`src/rtl/mem_arbiter_if.sv`:
```
// mem_arbiter_if: bus bundle between the two caches, the unified memory and mem_arbiter.
// The slave modport is the arbiter's view; master is the view of the cache/memory side.
interface mem_arbiter_if #(
  parameter int unsigned ADDR_W = 16,
  parameter int unsigned DATA_W = 16
);
  // Cache requests
  logic              icache_MemRead;
  logic [ADDR_W-1:0] icache_mem_addr;
  logic              dcache_MemRead;
  logic              dcache_MemWrite;
  logic [ADDR_W-1:0] dcache_mem_addr;
  logic [DATA_W-1:0] dcache_mem_write_data;
  // Memory read return
  logic              mem_data_valid;
  logic [DATA_W-1:0] mem_data_out;
  // Arbiter responses to the caches
  logic              icache_grant;
  logic              dcache_grant;
  logic              dcache_write_ack;
  logic              icache_MemDataValid;
  logic              dcache_MemDataValid;
  logic [DATA_W-1:0] mem_read_data;
  // Arbiter request to the memory
  logic              mem_enable;
  logic              mem_wr;
  logic [ADDR_W-1:0] mem_addr;
  logic [DATA_W-1:0] mem_data_in;

  modport slave (
    input  icache_MemRead, icache_mem_addr, dcache_MemRead, dcache_MemWrite,
    input  dcache_mem_addr, dcache_mem_write_data, mem_data_valid, mem_data_out,
    output icache_grant, dcache_grant, dcache_write_ack, icache_MemDataValid,
    output dcache_MemDataValid, mem_read_data, mem_enable, mem_wr, mem_addr, mem_data_in
  );

  modport master (
    output icache_MemRead, icache_mem_addr, dcache_MemRead, dcache_MemWrite,
    output dcache_mem_addr, dcache_mem_write_data, mem_data_valid, mem_data_out,
    input  icache_grant, dcache_grant, dcache_write_ack, icache_MemDataValid,
    input  dcache_MemDataValid, mem_read_data, mem_enable, mem_wr, mem_addr, mem_data_in
  );
endinterface

```
`src/rtl/mem_arbiter.sv`:
```
// mem_arbiter: shares one multi-cycle memory between the I-cache fill, D-cache fill and
// D-cache write-through paths. Fill bursts are granted whole to one cache; in-flight reads
// are counted so each returning beat is routed to the cache that issued it.
// Optional macro ARB_ROUND_ROBIN_EN: alternate fill priority using a last-served flop
// (D writes always keep absolute priority). Undefined: fixed D-over-I fill priority.
module mem_arbiter #(
  parameter int unsigned ADDR_W      = 16,
  parameter int unsigned DATA_W      = 16,
  parameter int unsigned MEM_LATENCY = 4,
  parameter int unsigned CNT_W       = 3
) (
  input  logic         clk,
  input  logic         rst,
  mem_arbiter_if.slave bus
);

  typedef enum logic [1:0] {StIdle, StIFill, StDFill, StDrain} state_e;
  typedef enum logic [1:0] {OwnNone, OwnI, OwnD} owner_e;

  localparam logic [CNT_W-1:0] MaxOutstanding = CNT_W'(MEM_LATENCY);

  state_e            r_state, w_state_next;
  owner_e            r_owner, w_owner_next;
  logic [CNT_W-1:0]  r_outstanding, w_outstanding_next;

  logic              w_owner_read;
  logic [ADDR_W-1:0] w_owner_addr;
  logic [DATA_W-1:0] w_wr_data;
  logic              w_fill;
  logic              w_beat;
  logic              w_room;
  logic              w_issue;
  logic              w_write;
  logic              w_pick_d;

  // Writes are gated by reset so nothing reaches memory while rst is low.
  assign w_write   = bus.dcache_MemWrite & rst;
  assign w_wr_data = bus.dcache_mem_write_data;
  assign w_fill    = (r_state == StIFill) || (r_state == StDFill);
  // A beat only counts while something is in flight; otherwise it is dropped.
  assign w_beat    = bus.mem_data_valid && (r_outstanding != '0);
  // A beat retiring this cycle frees a slot, so a full pipe can still stream.
  assign w_room    = (r_outstanding < MaxOutstanding) || w_beat;
  assign w_issue   = w_fill && w_owner_read && w_room;

`ifdef ARB_ROUND_ROBIN_EN
  owner_e r_last_served;

  // Remember which cache won the most recent fill so the other wins a tie.
  always_ff @(posedge clk or negedge rst) begin
    if (!rst) begin
      r_last_served <= OwnI;
    end else if ((r_state == StIdle) && (w_owner_next != OwnNone)) begin
      r_last_served <= w_owner_next;
    end
  end

  assign w_pick_d = bus.dcache_MemRead && (!bus.icache_MemRead || (r_last_served == OwnI));
`else
  assign w_pick_d = bus.dcache_MemRead;
`endif

  // Select the current owner's read request and address.
  always_comb begin
    w_owner_read = 1'b0;
    w_owner_addr = '0;
    case (r_owner)
      OwnI: begin
        w_owner_read = bus.icache_MemRead;
        w_owner_addr = bus.icache_mem_addr;
      end
      OwnD: begin
        w_owner_read = bus.dcache_MemRead;
        w_owner_addr = bus.dcache_mem_addr;
      end
      default: ;
    endcase
  end

  // Outstanding-read count: +1 per issue, -1 per counted beat.
  always_comb begin
    w_outstanding_next = r_outstanding;
    if (w_issue && !w_beat) begin
      w_outstanding_next = r_outstanding + CNT_W'(1);
    end else if (!w_issue && w_beat) begin
      w_outstanding_next = r_outstanding - CNT_W'(1);
    end
  end

  // Next-state, owner and memory-side outputs.
  always_comb begin
    w_state_next         = r_state;
    w_owner_next         = r_owner;
    bus.mem_enable       = 1'b0;
    bus.mem_wr           = 1'b0;
    bus.mem_addr         = '0;
    bus.mem_data_in      = '0;
    bus.dcache_write_ack = 1'b0;
    case (r_state)
      StIdle: begin
        if (w_write) begin
          bus.mem_enable       = 1'b1;
          bus.mem_wr           = 1'b1;
          bus.mem_addr         = bus.dcache_mem_addr;
          bus.mem_data_in      = w_wr_data;
          bus.dcache_write_ack = 1'b1;
        end else if (w_pick_d) begin
          w_state_next = StDFill;
          w_owner_next = OwnD;
        end else if (bus.icache_MemRead) begin
          w_state_next = StIFill;
          w_owner_next = OwnI;
        end
      end
      StIFill, StDFill: begin
        bus.mem_enable = w_issue;
        bus.mem_addr   = w_owner_addr;
        if (!w_owner_read) begin
          if (w_outstanding_next == '0) begin
            w_state_next = StIdle;
            w_owner_next = OwnNone;
          end else begin
            w_state_next = StDrain;
          end
        end
      end
      StDrain: begin
        if (w_outstanding_next == '0) begin
          w_state_next = StIdle;
          w_owner_next = OwnNone;
        end
      end
      default: begin
        w_state_next = StIdle;
        w_owner_next = OwnNone;
      end
    endcase
  end

  // State, owner and counter registers.
  always_ff @(posedge clk or negedge rst) begin
    if (!rst) begin
      r_state       <= StIdle;
      r_owner       <= OwnNone;
      r_outstanding <= '0;
    end else begin
      r_state       <= w_state_next;
      r_owner       <= w_owner_next;
      r_outstanding <= w_outstanding_next;
    end
  end

  // Grants follow the registered owner, which is set for the whole fill and drain.
  assign bus.icache_grant        = (r_owner == OwnI);
  assign bus.dcache_grant        = (r_owner == OwnD);
  assign bus.icache_MemDataValid = w_beat && (r_owner == OwnI);
  assign bus.dcache_MemDataValid = w_beat && (r_owner == OwnD);
  assign bus.mem_read_data       = bus.mem_data_out;

endmodule

```
`src/flat_wrapper.sv`:
```
// flat-port wrapper written by rule: the top's interface ports become plain ports
module mem_arbiter_flat 
#(
  parameter int unsigned ADDR_W      = 16,
  parameter int unsigned DATA_W      = 16,
  parameter int unsigned MEM_LATENCY = 4,
  parameter int unsigned CNT_W       = 3
)
  (clk, rst, bus_icache_MemRead, bus_icache_mem_addr, bus_dcache_MemRead, bus_dcache_MemWrite, bus_dcache_mem_addr, bus_dcache_mem_write_data, bus_mem_data_valid, bus_mem_data_out, bus_icache_grant, bus_dcache_grant, bus_dcache_write_ack, bus_icache_MemDataValid, bus_dcache_MemDataValid, bus_mem_read_data, bus_mem_enable, bus_mem_wr, bus_mem_addr, bus_mem_data_in);
  mem_arbiter_if #(.ADDR_W(ADDR_W), .DATA_W(DATA_W)) bus_i ();
  input  logic clk;
  input  logic rst;
  input wire logic [$bits(bus_i.icache_MemRead)-1:0] bus_icache_MemRead;
  input wire logic [$bits(bus_i.icache_mem_addr)-1:0] bus_icache_mem_addr;
  input wire logic [$bits(bus_i.dcache_MemRead)-1:0] bus_dcache_MemRead;
  input wire logic [$bits(bus_i.dcache_MemWrite)-1:0] bus_dcache_MemWrite;
  input wire logic [$bits(bus_i.dcache_mem_addr)-1:0] bus_dcache_mem_addr;
  input wire logic [$bits(bus_i.dcache_mem_write_data)-1:0] bus_dcache_mem_write_data;
  input wire logic [$bits(bus_i.mem_data_valid)-1:0] bus_mem_data_valid;
  input wire logic [$bits(bus_i.mem_data_out)-1:0] bus_mem_data_out;
  output wire logic [$bits(bus_i.icache_grant)-1:0] bus_icache_grant;
  output wire logic [$bits(bus_i.dcache_grant)-1:0] bus_dcache_grant;
  output wire logic [$bits(bus_i.dcache_write_ack)-1:0] bus_dcache_write_ack;
  output wire logic [$bits(bus_i.icache_MemDataValid)-1:0] bus_icache_MemDataValid;
  output wire logic [$bits(bus_i.dcache_MemDataValid)-1:0] bus_dcache_MemDataValid;
  output wire logic [$bits(bus_i.mem_read_data)-1:0] bus_mem_read_data;
  output wire logic [$bits(bus_i.mem_enable)-1:0] bus_mem_enable;
  output wire logic [$bits(bus_i.mem_wr)-1:0] bus_mem_wr;
  output wire logic [$bits(bus_i.mem_addr)-1:0] bus_mem_addr;
  output wire logic [$bits(bus_i.mem_data_in)-1:0] bus_mem_data_in;
  assign bus_i.icache_MemRead = bus_icache_MemRead;
  assign bus_i.icache_mem_addr = bus_icache_mem_addr;
  assign bus_i.dcache_MemRead = bus_dcache_MemRead;
  assign bus_i.dcache_MemWrite = bus_dcache_MemWrite;
  assign bus_i.dcache_mem_addr = bus_dcache_mem_addr;
  assign bus_i.dcache_mem_write_data = bus_dcache_mem_write_data;
  assign bus_i.mem_data_valid = bus_mem_data_valid;
  assign bus_i.mem_data_out = bus_mem_data_out;
  assign bus_icache_grant = bus_i.icache_grant;
  assign bus_dcache_grant = bus_i.dcache_grant;
  assign bus_dcache_write_ack = bus_i.dcache_write_ack;
  assign bus_icache_MemDataValid = bus_i.icache_MemDataValid;
  assign bus_dcache_MemDataValid = bus_i.dcache_MemDataValid;
  assign bus_mem_read_data = bus_i.mem_read_data;
  assign bus_mem_enable = bus_i.mem_enable;
  assign bus_mem_wr = bus_i.mem_wr;
  assign bus_mem_addr = bus_i.mem_addr;
  assign bus_mem_data_in = bus_i.mem_data_in;
  mem_arbiter #(.ADDR_W(ADDR_W), .DATA_W(DATA_W), .MEM_LATENCY(MEM_LATENCY), .CNT_W(CNT_W)) u_core (.clk(clk), .rst(rst), .bus(bus_i));
endmodule
```
`config.mk`:
```
export PLATFORM = sky130hd
export DESIGN_NAME = mem_arbiter_flat
export DESIGN_NICKNAME = d
export VERILOG_FILES = /design/src/rtl/mem_arbiter_if.sv /design/src/rtl/mem_arbiter.sv /design/src/flat_wrapper.sv
export SDC_FILE = /design/constraint.sdc
export NUM_CORES = 1
export LEC_CHECK = 0
export ABC_AREA = 1
export CORE_ASPECT_RATIO = 0.7
export CORE_MARGIN = 2
export CORE_UTILIZATION = 32
export DETAILED_ROUTE_END_ITERATION = 7
export PLACE_DENSITY = 0.91
export RECOVER_POWER = 100
export SYNTH_ARGS = -nofsm -noshare
export SYNTH_HDL_FRONTEND = slang
export SYNTH_SLANG_ARGS = --single-unit
```
`constraint.sdc`:
```
create_clock -name clk -period 5.01 [get_ports clk]
set_input_delay 1.002 -clock clk [delete_from_list [all_inputs] [get_ports clk]]
set_output_delay 1.002 -clock clk [all_outputs]
set_load 0.005 [all_outputs]
```
* Word level (Yosys, flattened, before mapping) *
Cells that the tools add are included.

cells by class
  reduce and logical (&&, ||, !) cells = 17
  add/sub/neg operators = 2
  magnitude comparators = 1
  mux-type cells = 21
  eq/ne operators = 9
  bitwise operators = 1

operators by type and width
  operator                                                                count
  16-bit one-hot mux with 2 select lines                                  2
  16-bit two-way mux                                                      3
  2-bit two-way mux                                                       8
  2-bit one-hot mux with 3 select lines                                   2
  1-bit logical AND                                                       7
  2-bit equality test (second input constant)                             3
  3-bit two-way mux                                                       2
  2-bit by 1-bit equality test with 1-bit output (second input constant)  2
  2-bit != test (second input constant)                                   2
  1-bit one-hot mux with 2 select lines                                   2
  4-bit AND reduction                                                     1
  3-bit by 1-bit adder with 3-bit output (second input constant)          1
  3-bit zero test                                                         1
  3-bit less-than comparator (second input constant)                      1
  3-bit != test (second input constant)                                   1
  3-bit AND reduction                                                     1
  3-bit nonzero test                                                      1
  3-bit by 1-bit subtractor with 3-bit output (second input constant)     1
  1-bit zero test                                                         2
  2-bit zero test                                                         1
  1-bit logical OR                                                        2
  1-bit two-way mux                                                       2
  2-bit by 1-bit != test with 1-bit output (second input constant)        1
  2-bit OR reduction                                                      1
  1-bit bitwise AND                                                       1

word-level totals
  input port bits = 70
  bits in registers = 7

* Longest topological paths before layout *
  word-level depth = 12
  gate-level depth with buffers = 15
  depth with buffers taken out = 14

* Worst setup path before layout *
OpenSTA, ideal clock, no wires.

  path kind = input to output
  from = in rst
  to = out bus_mem_addr[11]
  data arrival time = 1.746 ns
  stages on the path = 5
  path slack = 2.262 ns
  buffers on the path = 1
  cells stage by stage = nand3_2 -> clkinv_1 -> buf_2 -> a32oi_1 -> a21oi_1

on the way
  cells in the longest elaborated chain, start to end = 3

RTL lines
  element                                 RTL line            RTL
  from (decl)                             flat_wrapper.sv:12  input logic rst;
  1-bit bitwise AND                       mem_arbiter.sv:37   assign w_write = bus.dcache_MemWrite & rst;
  16-bit two-way mux                      mem_arbiter.sv:101  if (w_write) begin
  16-bit one-hot mux with 2 select lines  mem_arbiter.sv:99   case (r_state)
  to (decl)                               flat_wrapper.sv:29  output wire logic [$bits(bus_i.mem_addr)-1:0] bus_mem_addr;

No other way between the ends.

* Final worst setup path *
  from = in rst
  to = out bus_mem_addr[4]

The elaborated chain is that of the path after synthesis.

==> impl_metrics.env <==
export IMPL_outcome="finished clean"
export IMPL_grt_antenna_before_repair=0
export IMPL_h_tree_depth=1
export IMPL_worst_pin_slew_ns=0.809
export IMPL_cp_common_cell="dlygate4sd3_1"
export IMPL_dpl_cell_area_um2=2080
export IMPL_vias=1578
export IMPL_syn_num_nets=280
export IMPL_maxSlewViolCount=0
export IMPL_avgSynthCellArea_um2=6.16
export IMPL_path_clk_slew_ns=0.04
export IMPL_routedWlPerCell_um=13.0
export IMPL_switching_power_w=0.000418
export IMPL_arrival_ns=3.35
export IMPL_drt_wl_total_um=4230
export IMPL_drtIter0Drc=75
export IMPL_yosysSeqAreaShare_pct=14.2
export IMPL_synth_top_area_share_pct=14.2
export IMPL_instances_no_fill=325
export IMPL_required_ns=4.01
export IMPL_post_cts_repair_setup_buffers=0
export IMPL_layout_nets=355
export IMPL_synth_distinct_cells=26
export IMPL_die_w_um=78.3
export IMPL_min_path_type="reg -> reg"
export IMPL_cts_max_path_buffers=2
export IMPL_end_kind="output port"
export IMPL_grt_ovfl_total=0
export IMPL_pwr_share_seq_pct=13.7
export IMPL_cts_sinks=7
export IMPL_use_met2_pct=34.5
export IMPL_combPwrFrac_pct=76.6
export IMPL_yosys_area_top_type="dfrtp_1"
export IMPL_num_rows=18
export IMPL_insertedDiodeCount=0
export IMPL_clock_power_share_pct=9.7
export IMPL_tns_ns=0
export IMPL_ctsHoldBuffers=0
export IMPL_routed_via_density=4.86
export IMPL_grt_pass1_wl_um=6990
export IMPL_worstSkewPairLatency_ns=0.23
export IMPL_coreArea_um2=3600
export IMPL_use_met1_pct=23.9
export IMPL_grt_pass1_vias=1535
export IMPL_crit_fanout=18
export IMPL_final_core_util_pct=58.3
export IMPL_drtPass1Iterations=5
export IMPL_period_needed_ns=4.36
export IMPL_initial_core_util_pct=34.3
export IMPL_hold_slack_ns=0.512
export IMPL_die_h_um=56.0
export IMPL_numCtsBuffers=3
export IMPL_cts_tree="built"
export IMPL_gp_congestion=0.826
export IMPL_p_leak_nw=1.06
export IMPL_slowest_stage="dlygate4sd3_1"
export IMPL_yosysWarnings=0
export IMPL_fmax_mhz=230
export IMPL_p_sw_share_pct=50.1
export IMPL_areaGrowthSynthToFinish_pct=69.9
export IMPL_critical_path_class="in -> out"
export IMPL_synthCells=201
export IMPL_skew_ns=0.00361
export IMPL_grt_max_degree=19
export IMPL_drc=0
export IMPL_max_stage_delay_ns=0.69
export IMPL_io_buffers=92
export IMPL_io_pins=125
export IMPL_finalHoldViolations=0
export IMPL_critical_path_cell_chain="dlygate4sd3_1 -> nand3_1 -> clkinv_1 -> a32oi_1 -> a21oi_1 -> dlygate4sd3_1"
export IMPL_worst_slew_margin_rel_pct=46.0
export IMPL_cap_violations=0
export IMPL_p_int_w=0.000416
export IMPL_cts_root_buffer="clkbuf_8"
export IMPL_drive_gt1_share_pct=6.18
export IMPL_hpwl_um=3350
export IMPL_grt_use_total_pct=19.5
export IMPL_place_inst=321
export IMPL_syn_area_um2=1240
export IMPL_n_fill_cell=353
export IMPL_busiest_layer="met2"
export IMPL_rsz0062_at_grt="false"
export IMPL_p_per_area_nw_per_um2=396
export IMPL_ant_nets=0
export IMPL_dieArea_um2=4390
export IMPL_vdd_drop_max_uv=229
export IMPL_ys_seq_elements=7
export IMPL_start_kind="input pin"
export IMPL_synth_area_leaders="dfrtp_1, nand2_1, a32oi_1"
export IMPL_finalSetupViolations=0
export IMPL_finish_instance_area_um2=2100
export IMPL_finalCritPeriodShare_pct=87.0
export IMPL_grtUsageMet3_pct=4.87
export IMPL_post_cts_resized=0
-- flip-flops by register name, indices dropped and copies added, names as in the netlist --
signal,count
u_core.r_state,2
u_core.r_owner,2
u_core.r_outstanding,3
-- final cells by class --
class,count,area (um2),area share [%]
multi-input combinational,133,743,35.4
tap,50,62.6,2.98
clock buffer,3,41.3,1.96
inverter,36,135,6.43
clock inverter,1,5.00,0.238
sequential,7,175,8.33
timing repair buffer,95,940,44.7
-- cells in the mapped netlist, drive strengths merged --
cell,number
a21oi,19
nor2,22
clkbuf,4
clkinv,1
nor3,1
o21ai,2
a32oi,15
or2,2
inv,35
nand2,48
dfrtp,7
nand3,12
nand4,2
buf,21
ha,9
xor2,1
-- critical path, delay by kind of cell --
family	cells	cell delay [ns]
AOI/OAI and AO/OA	2	0.43
and+or+nand+nor	1	0.17
buffers and inverters	3	1.74
-- worst paths after layout --
check | startpoint | to | slack, ns | cells after the start
setup / recovery | rst | bus_mem_addr[4] | 0.65 | 6
hold / removal | u_core.r_owner[1]$_DFFE_PN0P_ | u_core.r_owner[1]$_DFFE_PN0P_ | 0.51 | 2
setup reg to reg | u_core.r_state[0]$_DFFE_PN0P_ | u_core.r_owner[0]$_DFFE_PN0P_ | 2.61 | 13
hold reg to reg | u_core.r_owner[1]$_DFFE_PN0P_ | u_core.r_owner[1]$_DFFE_PN0P_ | 0.51 | 2
max in group asynchronous | rst | u_core.r_outstanding[2]$_DFF_PN0_ | 3.62 | 1
min in group asynchronous | rst | u_core.r_state[0]$_DFFE_PN0P_ | 1.12 | 1
-- kinds of logic (layout without fill, tap and decap cells) --
group / after synthesis / in the layout / synth area share (%)
fa+ha+maj: 9 / 9 / 9.10
xor+xnor: 1 / 1 / 0.708
compound gates: 36 / 36 / 20.3
buf+inv: 61 / 135 / 24.5
flops: 7 / 7 / 14.2
simple gates: 87 / 87 / 31.2
-- placed cells by master, fill, tap and decap left out --
master / count
a32oi_1: 15
xor2_1: 1
buf_4: 2
nand2_1: 46
dlygate4sd3_1: 39
inv_2: 3
nand2_2: 2
o21ai_0: 2
dfrtp_1: 7
a21oi_4: 1
nor2_1: 21
clkdlybuf4s50_1: 53
clkinv_2: 1
nand3_1: 12
clkbuf_1: 1
or2_2: 2
nand4_1: 2
clkbuf_8: 3
clkinv_1: 1
nor3_2: 1
a21oi_1: 17
ha_1: 9
nor2_4: 1
a21oi_2: 1
inv_1: 32
-- power groups by stage --
stage          logic, W  registers [W]  clock network (W)
4_1_cts        0.000681       0.000114          0.0000811
3_5_place_dp   0.000676       0.000114                  0
3_3_place_gp   0.000652       0.000111                  0
5_1_grt        0.000719       0.000118          0.0000856
6_report       0.000638       0.000114          0.0000807
2_1_floorplan  0.000412       0.000106                  0
-- metrics by stage --
stage,setup WS [ns],power [W]
floorplan,2.26,0.000518
global placement,0.887,0.000763
detailed placement,0.830,0.000791
CTS,0.816,0.000876
global route,0.431,0.000923
finish,0.654,0.000833
-- layer usage --
metal | share of wire (%) | vias up
li1 | - | 781
met1 | 45 | 710
met2 | 46 | 83
met3 | 8.6 | 4
met4 | 0.64 | 0
met5 | 0 | -
No activity file was read; power rests on OpenSTA's default activity.
